===== src/rtl/fetch_seq.sv =====
// Program-counter sequencer for the fetch stage. It handles program select and load,
// run/stall/halt, relative branch, absolute jump, and call/return over a LIFO return stack.
module fetch_seq #(
  parameter int PC_W        = 10,
  parameter int OFF_W       = 8,
  parameter int NPROG       = 4,
  parameter int PROG_STRIDE = 256,
  parameter int STACK_D     = 4,
  parameter int PS_W        = (NPROG > 1) ? $clog2(NPROG) : 1,
  parameter int D_W         = $clog2(STACK_D + 1)
) (
  input  logic              Clk,
  input  logic              Reset_n,
  input  logic              Start,
  input  logic [PS_W-1:0]   ProgSel,
  input  logic              Stall,
  input  logic              BranchRelEn,
  input  logic              ALU_flag,
  input  logic [OFF_W-1:0]  Offset,
  input  logic              JumpEn,
  input  logic              CallEn,
  input  logic              RetEn,
  input  logic              Halt,
  input  logic [PC_W-1:0]   Target,
  output logic [PC_W-1:0]   ProgCtr,
  output logic              Running,
  output logic              Done,
  output logic [D_W-1:0]    Depth,
  output logic              StackErr
);

  localparam logic [1:0] S_IDLE   = 2'd0;
  localparam logic [1:0] S_LOAD   = 2'd1;
  localparam logic [1:0] S_RUN    = 2'd2;
  localparam logic [1:0] S_HALTED = 2'd3;

  localparam int IDX_W = (STACK_D > 1) ? $clog2(STACK_D) : 1;
  localparam logic [D_W-1:0] FULL = D_W'(STACK_D);

  logic [1:0]       state_reg, state_next;
  logic [PC_W-1:0]  pc_reg, pc_next;
  logic [D_W-1:0]   depth_reg, depth_next;
  logic             err_reg, err_next;
  logic             push_en;
  logic [PC_W-1:0]  pc_inc;
  logic [PC_W-1:0]  off_ext;
  logic [IDX_W-1:0] push_idx, pop_idx;
  logic [PC_W-1:0]  stack_mem [0:STACK_D-1];
  logic [PC_W-1:0]  base_tbl  [0:(1<<PS_W)-1];

  // Out-of-range program indices resolve to program 0 through this table.
  for (genvar gi = 0; gi < (1 << PS_W); gi++) begin : g_base
    if (gi < NPROG) begin : g_valid
      assign base_tbl[gi] = PC_W'(gi * PROG_STRIDE);
    end else begin : g_map0
      assign base_tbl[gi] = '0;
    end
  end

  assign pc_inc   = pc_reg + 1'b1;
  assign off_ext  = PC_W'($signed(Offset));
  assign push_idx = IDX_W'(depth_reg);
  assign pop_idx  = IDX_W'(depth_reg - 1'b1);

  always_comb begin
    state_next = state_reg;
    pc_next    = pc_reg;
    depth_next = depth_reg;
    err_next   = err_reg;
    push_en    = 1'b0;
    if (Start) begin
      state_next = S_LOAD;
      pc_next    = base_tbl[ProgSel];
      depth_next = '0;
      err_next   = 1'b0;
    end else begin
      case (state_reg)
        S_LOAD: state_next = S_RUN;
        S_RUN: begin
          if (!Stall) begin
            if (Halt) begin
              state_next = S_HALTED;
            end else if (RetEn) begin
              if (depth_reg != '0) begin
                pc_next    = stack_mem[pop_idx];
                depth_next = depth_reg - 1'b1;
              end else begin
                err_next = 1'b1;
                pc_next  = pc_inc;
              end
            end else if (CallEn) begin
              if (depth_reg != FULL) begin
                push_en    = 1'b1;
                pc_next    = Target;
                depth_next = depth_reg + 1'b1;
              end else begin
                err_next = 1'b1;
                pc_next  = pc_inc;
              end
            end else if (JumpEn) begin
              pc_next = Target;
            end else if (BranchRelEn && ALU_flag) begin
              pc_next = pc_inc + off_ext;
            end else begin
              pc_next = pc_inc;
            end
          end
        end
        default: ;
      endcase
    end
  end

  always_ff @(posedge Clk) begin
    if (!Reset_n) begin
      state_reg <= S_IDLE;
      pc_reg    <= '0;
      depth_reg <= '0;
      err_reg   <= 1'b0;
    end else begin
      state_reg <= state_next;
      pc_reg    <= pc_next;
      depth_reg <= depth_next;
      err_reg   <= err_next;
    end
  end

  // Stack storage carries no reset; entries above Depth are never read.
  always_ff @(posedge Clk) begin
    if (push_en && Reset_n) begin
      stack_mem[push_idx] <= pc_inc;
    end
  end

  assign ProgCtr  = pc_reg;
  assign Depth    = depth_reg;
  assign StackErr = err_reg;
  assign Running  = (state_reg == S_RUN);
  assign Done     = (state_reg == S_HALTED);

endmodule


===== config.mk =====
export PLATFORM = sky130hd
export DESIGN_NAME = fetch_seq
export DESIGN_NICKNAME = d
export VERILOG_FILES = /design/src/rtl/fetch_seq.sv
export SDC_FILE = /design/constraint.sdc
export NUM_CORES = 1
export LEC_CHECK = 0
export BUFFER_PORTS_ARGS = -buffer_cell sky130_fd_sc_hd__buf_2
export CAP_MARGIN = 0
export CORE_ASPECT_RATIO = 1.2
export CORE_MARGIN = 10
export CORE_UTILIZATION = 45
export DETAILED_ROUTE_END_ITERATION = 12
export MAX_ROUTING_LAYER = met4
export PLACE_DENSITY = 0.68
export SKIP_CTS_REPAIR_TIMING = 1
export SYNTH_ARGS = -nofsm -noshare
export SYNTH_HDL_FRONTEND = slang
export SYNTH_SLANG_ARGS = --single-unit

===== constraint.sdc =====
create_clock -name Clk -period 2.6 [get_ports Clk]
set_clock_uncertainty 0.15 [all_clocks]
set_input_delay 0 -clock Clk [delete_from_list [all_inputs] [get_ports Clk]]
set_output_delay 0 -clock Clk [all_outputs]
set_load 0.05 [all_outputs]

==> metrics.yaml, run 1 <==
cp-start-kind: "flip-flop"
ir_drop_mv: 0.2190
finalCritPeriodShare_pct: 96.07
hold_viol_final: 1
fin_crit_ns: 2.498
die_x_um: 97.44
finalNonFillerCells: 458
synth_seq_area_share_pct: 46.99
end_kind: "flip-flop"
drt-vias-per-instance: 5.690
ys_types: 50
power_switching_uw: 414.6
fillers: 583
synth_area_um2: 3238
rrSetupSlack_ns: 0.10
yosys-top-cells-area: "edfxtp_1, dfxtp_1, mux4_2"
die_height_um: 112.9
cts.sinks: 56
power_density_nw_per_um2: 397.4
track_usage_pct: 15.72
p_leak_nw: 1.555
synth_edf_count: 40
grt_max_degree: 20
slowest_stage: "dfxtp_4"
drt_iter0_markers: 171
slowest_delay_ns: 0.37
drive_above_1_share_pct: 36.66
dp_hpwl_um: 6659
setup_tns_ns: 0
finalSetupViolCount: 0
relSlewSlack_pct: 61.48
violations: "hold timing"
path_buf_inv: 1
slew_violations: 0
cts_root_buf: "clkbuf_8"
numCtsBuffers: 5
grt_first_pass_wirelength_um: 13570
yosys_warnings: 0
finalWirelength_um: 8779
die-area_um2: 11000
rsz0062_at_grt: "true"
crit_fanout: 4
portBuffers: 45
clk_pin_slew_ns: 0.11
max_freq_ghz: 0.4004
yosysTopAreaCellShare_pct: 37.09
wl_per_cell_um: 19.17
ant_nets: 0
clk_latency_ns: 0.31
final_common_cell: "buf_2"
dp.cells: 440
intPower_mw: 1.224
fp-row-count: 33
drtPass1Iterations: 4
io_pins: 46
initial_core_util_pct: 46.68
pwr-share-seq_pct: 58.1
p_sw_share_pct: 25.30
synthToLayoutAreaGrowth_pct: 27.36
antenna_found_initial: 0
cts_tree: "yes"
p_total_mw: 1.639
critical_path.top_delay_family: "adder cells"
clockBufferDepth: 2
crit_type: "reg2reg"
clock_power_share_pct: 30.2
htree_levels: 2
syn-num-nets: 338
max_slew.worst_pin.slew_ns: 0.5706
cp.arrival_ns: 2.55
largest_reg_flops: 40
regMostFlops: "stack_mem"
multi_input_area_um2: 1793
syn_avg_cell_area_um2: 11.17
status: "complete, but fails checks"
synthFlopType: "edfxtp_1"
async_flop_share_pct: 0
ys_ff_latch: 56
via_count: 2606
n_antenna_cell: 0
coreArea_um2: 6937
worstPathRequired_ns: 2.65
grt_remaining_overflow: 0
min_path_type: "in2reg"
path_cells: "ha_4 -> and3_4 -> xor2_2 -> ha_1 -> buf_6 -> or3_1 -> o211ai_1 -> xnor2_1 -> o31ai_1 -> a21oi_1"
drv_cap: 0
grt_pass1_vias: 2552
mostFrequentLayoutCells: "buf_2, edfxtp_1, buf_4"
place.gp.congestion: 0.9822
synth_top_cell_by_area: "edfxtp_1"
drcViolationCount: 0
comb_power_share_pct: 11.8
register_area_um2: 1540
fin_nets: 418
holdWs_ns: -0.0001744
synthCells: 290
==> through the flow <==
step | cell area (µm²) | worst slack, ns | hold slack [ns] | utilization [%]
global route | 4124 | -0.03021 | 0.01068 | 59.45
CTS | 3870 | -0.07594 | -0.1997 | 55.79
floorplan | 3273 | -0.1255 | -0.03255 | -
detailed placement | 3775 | -0.04588 | 0.1274 | 54.42
finish | 4124 | 0.1022 | -0.0001744 | 59.45
global placement | 3775 | -0.01790 | 0.1258 | 54.42
==> worst paths after layout <==
check	endpoint	from	cells after the start
hold / removal	Depth[1]	RetEn	3
setup / recovery	ProgCtr[8]	ProgCtr[1]	10
setup reg to reg	ProgCtr[8]	ProgCtr[1]	10
hold reg to reg	StackErr	StackErr	2
==> synth_stat cells (3+ instances only) <==
cell type / n
a211oi_1: 3
a21o_1: 4
a21oi_1: 22
a22o_1: 3
and2_1: 6
clkbuf_1: 9
dfxtp_1: 16
edfxtp_1: 40
ha_1: 17
inv_1: 10
mux2i_1: 7
mux4_2: 10
nand2_1: 15
nand2b_1: 6
nand3_1: 9
nor2_1: 25
nor2b_1: 5
nor3_1: 3
o211ai_1: 5
o21a_1: 3
o21ai_0: 18
o22ai_1: 3
or3_1: 4
xnor2_1: 10
xor2_1: 6
==> cells by family after synthesis <==
family                     after synthesis  share of synthesized area [%]
and+or+nand+nor                         82                          13.02
AOI/OAI and AO/OA                       77                          15.57
DFF                                     56                          46.99
buffers and inverters                   22                          2.937
muxes                                   18                          9.467
adders and majority gates               18                          7.187
xor gates and xnor gates                17                          4.830
==> per-layer routing <==
metal	vias to the layer above	global-route usage, %	part of all wire (%)
li1	1245	-	-
met1	1239	19.88	40
met2	100	25.10	49
met3	22	2.435	8.1
met4	0	5.437	2.6
met5	-	-	0
==> worst register-to-register path: cells and delay by family, from the launching register on <==
kind / cells / cell delay (ns)
buffers and inverters: 1 / 0.13
and+or+nand+nor: 2 / 0.49
DFF: 1 / 0.37
AOI/OAI and AO/OA: 3 / 0.46
xor gates and xnor gates: 2 / 0.30
adders and majority gates: 2 / 0.49
==> cell type report <==
class	instances	area share, %
clock buffer	5	1.669
clock inverter	3	0.6371
inverter	10	0.9102
multi-input combinational	212	43.48
sequential	56	37.35
tap	87	2.640
timing repair buffer	85	13.32
==> power groups by stage <==
stage          combinational (mW)  sequential [mW]  clock (mW)
6_report                    0.193            0.951       0.495
5_1_grt                     0.211            0.953       0.540
4_1_cts                     0.169            0.953       0.508
3_5_place_dp                0.168            0.974           0
3_3_place_gp                0.166            0.974           0
2_1_floorplan              0.0945            0.982           0
No activity file was read; power rests on OpenSTA's default activity.
==> run 2, diff against run 1 <==
--- a/config.mk
+++ b/config.mk
@@ -7,7 +7,6 @@
 export LEC_CHECK = 0
 export BUFFER_PORTS_ARGS = -buffer_cell sky130_fd_sc_hd__buf_2
 export CAP_MARGIN = 0
-export CORE_ASPECT_RATIO = 1.2
 export CORE_MARGIN = 10
 export CORE_UTILIZATION = 45
 export DETAILED_ROUTE_END_ITERATION = 12
==> run 2 against run 1 <==
  * The flow now finishes without violations
  * Worst hold slack gained 0.0014 ns
  * Register-to-register slack lost 0.08 ns
  * Power increased by 2.1%
  * Critical path depth did not move
  * Critical path type unchanged
==> metrics.yaml, run 2 (synthesis gave the netlist of run 1 again) <==
grt_max_degree: 21  # +5.0%
die-area_um2: 10990  # -0.12%
crit_fanout: 4  # unchanged
initial_core_util_pct: 46.88  # +0.20 points
dp_hpwl_um: 6760  # +1.5%
power_switching_uw: 442.9  # +6.8%
drv_cap: 0  # unchanged
p_leak_nw: 1.565  # +0.69%
io_pins: 46  # unchanged
worstPathRequired_ns: 2.65  # about the same
antenna_found_initial: 0  # unchanged
intPower_mw: 1.231  # +0.56%
regMostFlops: "stack_mem"
track_usage_pct: 16.42  # +0.70 points
drcViolationCount: 0  # unchanged
final_common_cell: "buf_2"
grt_remaining_overflow: 0  # unchanged
pwr-share-seq_pct: 56.9  # -1.2 points
mostFrequentLayoutCells: "buf_2, edfxtp_1, buf_4"
final_cell_area_um2: 4178  # +1.3%
place.gp.congestion: 0.9278  # -5.5%
portBuffers: 45  # unchanged
grt_first_pass_wirelength_um: 14160  # +4.4%
max_slew.worst_pin.slew_ns: 0.5554  # -0.01512 ns
die_x_um: 104.8  # +7.6%
coreArea_um2: 6907  # -0.43%
comb_power_share_pct: 11.6  # -0.2 points
min_path_type: "in2reg"
clk_latency_ns: 0.32  # about the same
max_freq_ghz: 0.3887  # -2.9%
relSlewSlack_pct: 62.81  # +1.3 points
final_util_pct: 60.49  # +1.0 points
cts_root_buf: "clkbuf_8"
ant_nets: 0  # unchanged
drive_above_1_share_pct: 37.57  # +0.91 points
finalWirelength_um: 9023  # +2.8%
rrSetupSlack_ns: 0.03  # -0.08 ns
fin_nets: 417  # -0.24%
htree_levels: 2  # unchanged
rsz0062_at_grt: "true"
cts_tree: "yes"
dpl_cell_area_um2: 3819  # +1.2%
fp-row-count: 30  # -9.1%
end_kind: "flip-flop"
wl_per_cell_um: 19.36  # +1.0%
fin_crit_ns: 2.573  # +0.07515 ns
cp.arrival_ns: 2.62  # +0.07 ns
crit_type: "reg2reg"
cp-start-kind: "flip-flop"
drt-vias-per-instance: 5.616  # -1.3%
die_height_um: 104.8  # -7.2%
via_count: 2617  # +0.42%
n_antenna_cell: 0  # unchanged
largest_reg_flops: 40  # unchanged
finalSetupViolCount: 0  # unchanged
power_density_nw_per_um2: 400.6  # +0.83%
clockBufferDepth: 2  # unchanged
drt_iter0_markers: 169  # -1.2%
hold_viol_final: 0  # -1
clock_power_share_pct: 31.5  # +1.3 points
grt_pass1_vias: 2529  # -0.90%
p_sw_share_pct: 26.46  # +1.2 points
status: "complete, no violations"
slew_violations: 0  # unchanged
ir_drop_mv: 0.3071  # +40%
cts.sinks: 56  # unchanged
clk_pin_slew_ns: 0.12  # about the same
finalCritPeriodShare_pct: 98.96  # +2.9 points
synthToLayoutAreaGrowth_pct: 29.02
numCtsBuffers: 5  # unchanged
fillers: 577  # -1.0%
drtPass1Iterations: 5  # +1
-- run 2: cell count changes in the layout (fill, tap and decap cells not counted), moves of 2 or more --
| cell | delta |
|---|---|
| nand3_2 | +2 |
| clkinvlp_4 | -2 |
| buf_4 | -4 |
| buf_12 | +3 |
| inv_6 | +2 |
| xor2_1 | -2 |
-- run 2: path summary, 6_finish.rpt --
| check | from | endpoint | cells after the start |
|---|---|---|---|
| worst min-delay path | Target[4] | ProgCtr[4] | 4 |
| worst max register to register | ProgCtr[2] | ProgCtr[8] | 10 |
| worst min register to register | StackErr | StackErr | 2 |
| worst max-delay path | ProgCtr[2] | ProgCtr[8] | 10 |
-- run 2: per-layer routing --
layer | GRT usage, % | vias up | share of wire, %
li1 | - | 1242 | -
met1 | 21.93 | 1253 | 44
met2 | 25.13 | 110 | 48
met3 | 3.378 | 12 | 6.6
met4 | 3.529 | 0 | 1.4
met5 | - | - | 0
-- run 2: final cells by class --
| class | count | area (µm²) | area share (%) |
|---|---|---|---|
| multi-input cells | 212 | 1802 | 43.13 |
| clock inverters | 3 | 28.78 | 0.6888 |
| clock buffers | 5 | 68.82 | 1.647 |
| well taps | 96 | 120.1 | 2.875 |
| inverters | 10 | 37.54 | 0.8985 |
| repair buffers | 84 | 579.3 | 13.87 |
| flip-flops and latches | 56 | 1541 | 36.90 |
-- run 2: critical path, cell delays in order, from the launching register on --
cell	delay [ns]
dfxtp_4	0.41
and3_4	0.18
and3_4	0.21
xor2_4	0.21
ha_4	0.24
buf_6	0.12
or3_1	0.30
o211ai_1	0.12
xnor2_1	0.13
o31ai_1	0.28
a21oi_1	0.11
-- run 2: power groups by stage --
stage / sequential [mW] / clock (mW) / combinational [mW]
after detailed placement: 0.974 / 0 / 0.169
after floorplan: 0.982 / 0 / 0.0945
after global placement: 0.974 / 0 / 0.167
after CTS: 0.954 / 0.535 / 0.171
final: 0.952 / 0.527 / 0.194
after global routing: 0.953 / 0.579 / 0.210
-- run 2: metrics by stage --
stage	hold WS (ns)	setup TNS, ns	total power [mW]	std cells	setup WS (ns)
after floorplan	-0.03255	-0.1255	1.077	290	-0.1255
after global placement	0.1294	0	1.142	450	0.06781
after CTS	-0.1930	-0.09661	1.660	458	-0.05201
after detailed placement	0.1418	-0.003161	1.144	450	-0.003161
after global routing	0.02367	-0.1681	1.742	466	-0.05985
final	0.001241	0	1.674	466	0.02704
==> run 3, diff against run 2 <==
--- a/config.mk
+++ b/config.mk
@@ -7,6 +7,7 @@
 export LEC_CHECK = 0
 export BUFFER_PORTS_ARGS = -buffer_cell sky130_fd_sc_hd__buf_2
 export CAP_MARGIN = 0
+export CORE_ASPECT_RATIO = 0.8
 export CORE_MARGIN = 10
 export CORE_UTILIZATION = 45
 export DETAILED_ROUTE_END_ITERATION = 12
==> run 3 against run 2 <==
  * The flow now finishes with violations (hold timing)
  * Design area increased by 1.8%
  * Die area grew 0.19%
  * Clock power fell by 1%
  * Non-clock buffer count increased by 1
  * Setup slack better by 0.039 ns
  * Global-route usage fell by 0.54 points
  * Power rose by 0.19%
  * First-iteration DRC count grew 3.6%
  * Final cell count is 1.7% lower
  * Count of clock-buffer cells in the layout unchanged
  * Fmax up 1.6%
  * Worst hold slack worse by 0.027 ns
  * Critical path type unchanged
  * Largest cell class unchanged
==> metrics.yaml, run 3 (synthesis gave the netlist of run 1 again) <==
status: "complete, but fails checks"
violations: "hold timing"
wl_per_cell_um: 20.12  # +3.9%
hold_viol_final: 4  # +4
io_pins: 46  # unchanged
antenna_found_initial: 0  # unchanged
slew_violations: 0  # unchanged
rr_endpoint: "ProgCtr[9]"
finalCritPeriodShare_pct: 97.45  # -1.5 points
drive_above_1_share_pct: 39.35  # +1.8 points
ant_nets: 0  # unchanged
cts_tree: "yes"
reg2reg_depth: 10  # unchanged
regMostFlops: "stack_mem"
cts_root_buf: "clkbuf_8"
startpoint: "ProgCtr[2]"
clk_pin_slew_ns: 0.11  # about the same
drtPass1Iterations: 4  # -1
largest_reg_flops: 40  # unchanged
numCtsBuffers: 5  # unchanged
slowest_delay_ns: 0.44  # +0.03 ns
min_path_type: "in2reg"
critical_path.most_common_cell: "and3_4"
path_cells: "and3_4 -> and3_4 -> xor2_4 -> ha_4 -> a21o_1 -> a31oi_4 -> nor2b_4 -> mux2i_1 -> o22ai_1 -> a21oi_1"
timing.final.ws_setup_ns: 0.06637  # +0.03932 ns
place.gp.congestion: 0.9120  # -1.7%
rsz0062_at_grt: "true"
fillers: 561  # -2.8%
die-area_um2: 11010  # +0.19%
p_leak_nw: 1.562  # -0.19%
crit_fanout: 7  # +3
htree_levels: 2  # unchanged
fp-row-count: 27  # -10%
cp.arrival_ns: 2.64  # +0.02 ns
cp-start-kind: "flip-flop"
drt_iter0_markers: 175  # +3.6%
max_freq_ghz: 0.3947  # +1.6%
worstPathRequired_ns: 2.70  # +0.05 ns
track_usage_pct: 15.88  # -0.54 points
cp-endpoint: "ProgCtr[9]"
end_kind: "flip-flop"
grt_remaining_overflow: 0  # unchanged
rrSetupSlack_ns: 0.07  # +0.04 ns
coreArea_um2: 6925  # +0.27%
drv_cap: 0  # unchanged
mostFrequentLayoutCells: "buf_2, edfxtp_1, buf_4"
dpl_cell_area_um2: 3767  # -1.3%
crit_type: "reg2reg"
grt_max_degree: 20  # -4.8%
die_height_um: 95.87  # -8.5%
worstHoldPathCells: 4  # unchanged
drcViolationCount: 0  # unchanged
synthToLayoutAreaGrowth_pct: 31.38
clockBufferDepth: 2  # unchanged
final_common_cell: "buf_2"
max_slew.worst_pin.slew_ns: 0.6541  # +0.09862 ns
grt_first_pass_wirelength_um: 13160  # -7.1%
holdWs_ns: -0.02571  # -0.02695 ns
final_cell_area_um2: 4254  # +1.8%
cts.sinks: 56  # unchanged
power_density_nw_per_um2: 394.2  # -1.6%
relSlewSlack_pct: 55.84  # -7.0 points
portBuffers: 45  # unchanged
grt_pass1_vias: 2473  # -2.2%
slowest_stage: "dfxtp_4"
fin_nets: 418  # +0.24%
dp_hpwl_um: 6605  # -2.3%
n_antenna_cell: 0  # unchanged
fin_crit_ns: 2.534  # -0.03932 ns
pre_cts_ws_ns: -0.03161  # -0.02845 ns
r2r_start: "ProgCtr[2]"
clk_latency_ns: 0.33  # about the same
finalSetupViolCount: 0  # unchanged
finalWirelength_um: 9217  # +2.2%
drt-vias-per-instance: 5.697  # +1.4%
initial_core_util_pct: 46.76  # -0.13 points
ir_drop_mv: 0.2333  # -24%
die_x_um: 114.8  # +9.5%
via_count: 2609  # -0.31%
## run 3: cell count changes in the layout (fill, tap and decap cells not counted), sizes merged
| cell | delta |
|---|---|
| buf | -1 |
| clkinv | +1 |
| clkinvlp | +1 |
| dlygate4sd3 | +2 |
| inv | -2 |
## run 3: layer usage
| layer | global-route usage (%) | routed length [µm] |
|---|---|---|
| met5 | - | 0 |
| met4 | 5.247 | 95 |
| met3 | 3.109 | 685 |
| met2 | 22.19 | 4151 |
| met1 | 22.47 | 4285 |
## run 3: through the flow
stage                     utilization [%]  hold slack, ns  TNS (ns)  total power [mW]  instances
after floorplan                         -        -0.03255   -0.1255             1.077        290
final                               61.43        -0.02571         0             1.677        458
after CTS                           55.79         -0.2193  -0.03785             1.643        447
after global routing                61.43         0.01462   -0.1264             1.730        458
after global placement              54.40          0.1394         0             1.140        439
after detailed placement            54.40          0.1245  -0.03161             1.140        439
## run 3: critical path: cells and delay by family (launching register included)
| kind | cells | cell delay (ns) |
|---|---|---|
| AO/OA/AOI/OAI | 4 | 0.66 |
| XOR/XNOR | 1 | 0.18 |
| adder cells (fa/ha/maj) | 1 | 0.24 |
| flip-flops | 1 | 0.44 |
| multiplexers | 1 | 0.19 |
| AND/OR/NAND/NOR | 3 | 0.60 |
## run 3: power by group
group	internal (mW)	switching, mW
Clock	0.199	0.321
Combinational	0.0861	0.118
Sequential	0.947	0.00640
## run 3: area by class of cell
type	instances	area, µm²	share of cell area (%)
Clock buffer	5	68.82	1.618
Clock inverter	3	27.53	0.6471
Inverter	10	37.54	0.8824
Multi-Input combinational cell	212	1923	45.21
Sequential cell	56	1538	36.15
Tap cell	87	108.9	2.559
Timing Repair Buffer	85	550.5	12.94
## run 3: worst min path at each step
stage          startpoint      endpoint  slack [ns]
5_1_grt             Stall  state_reg[0]        0.01
2_1_floorplan     Reset_n  state_reg[0]       -0.03
4_1_cts           Reset_n  state_reg[0]       -0.22
3_3_place_gp      Reset_n  state_reg[0]        0.14
3_5_place_dp      Reset_n  state_reg[0]        0.12
6_report            Stall  state_reg[0]       -0.03
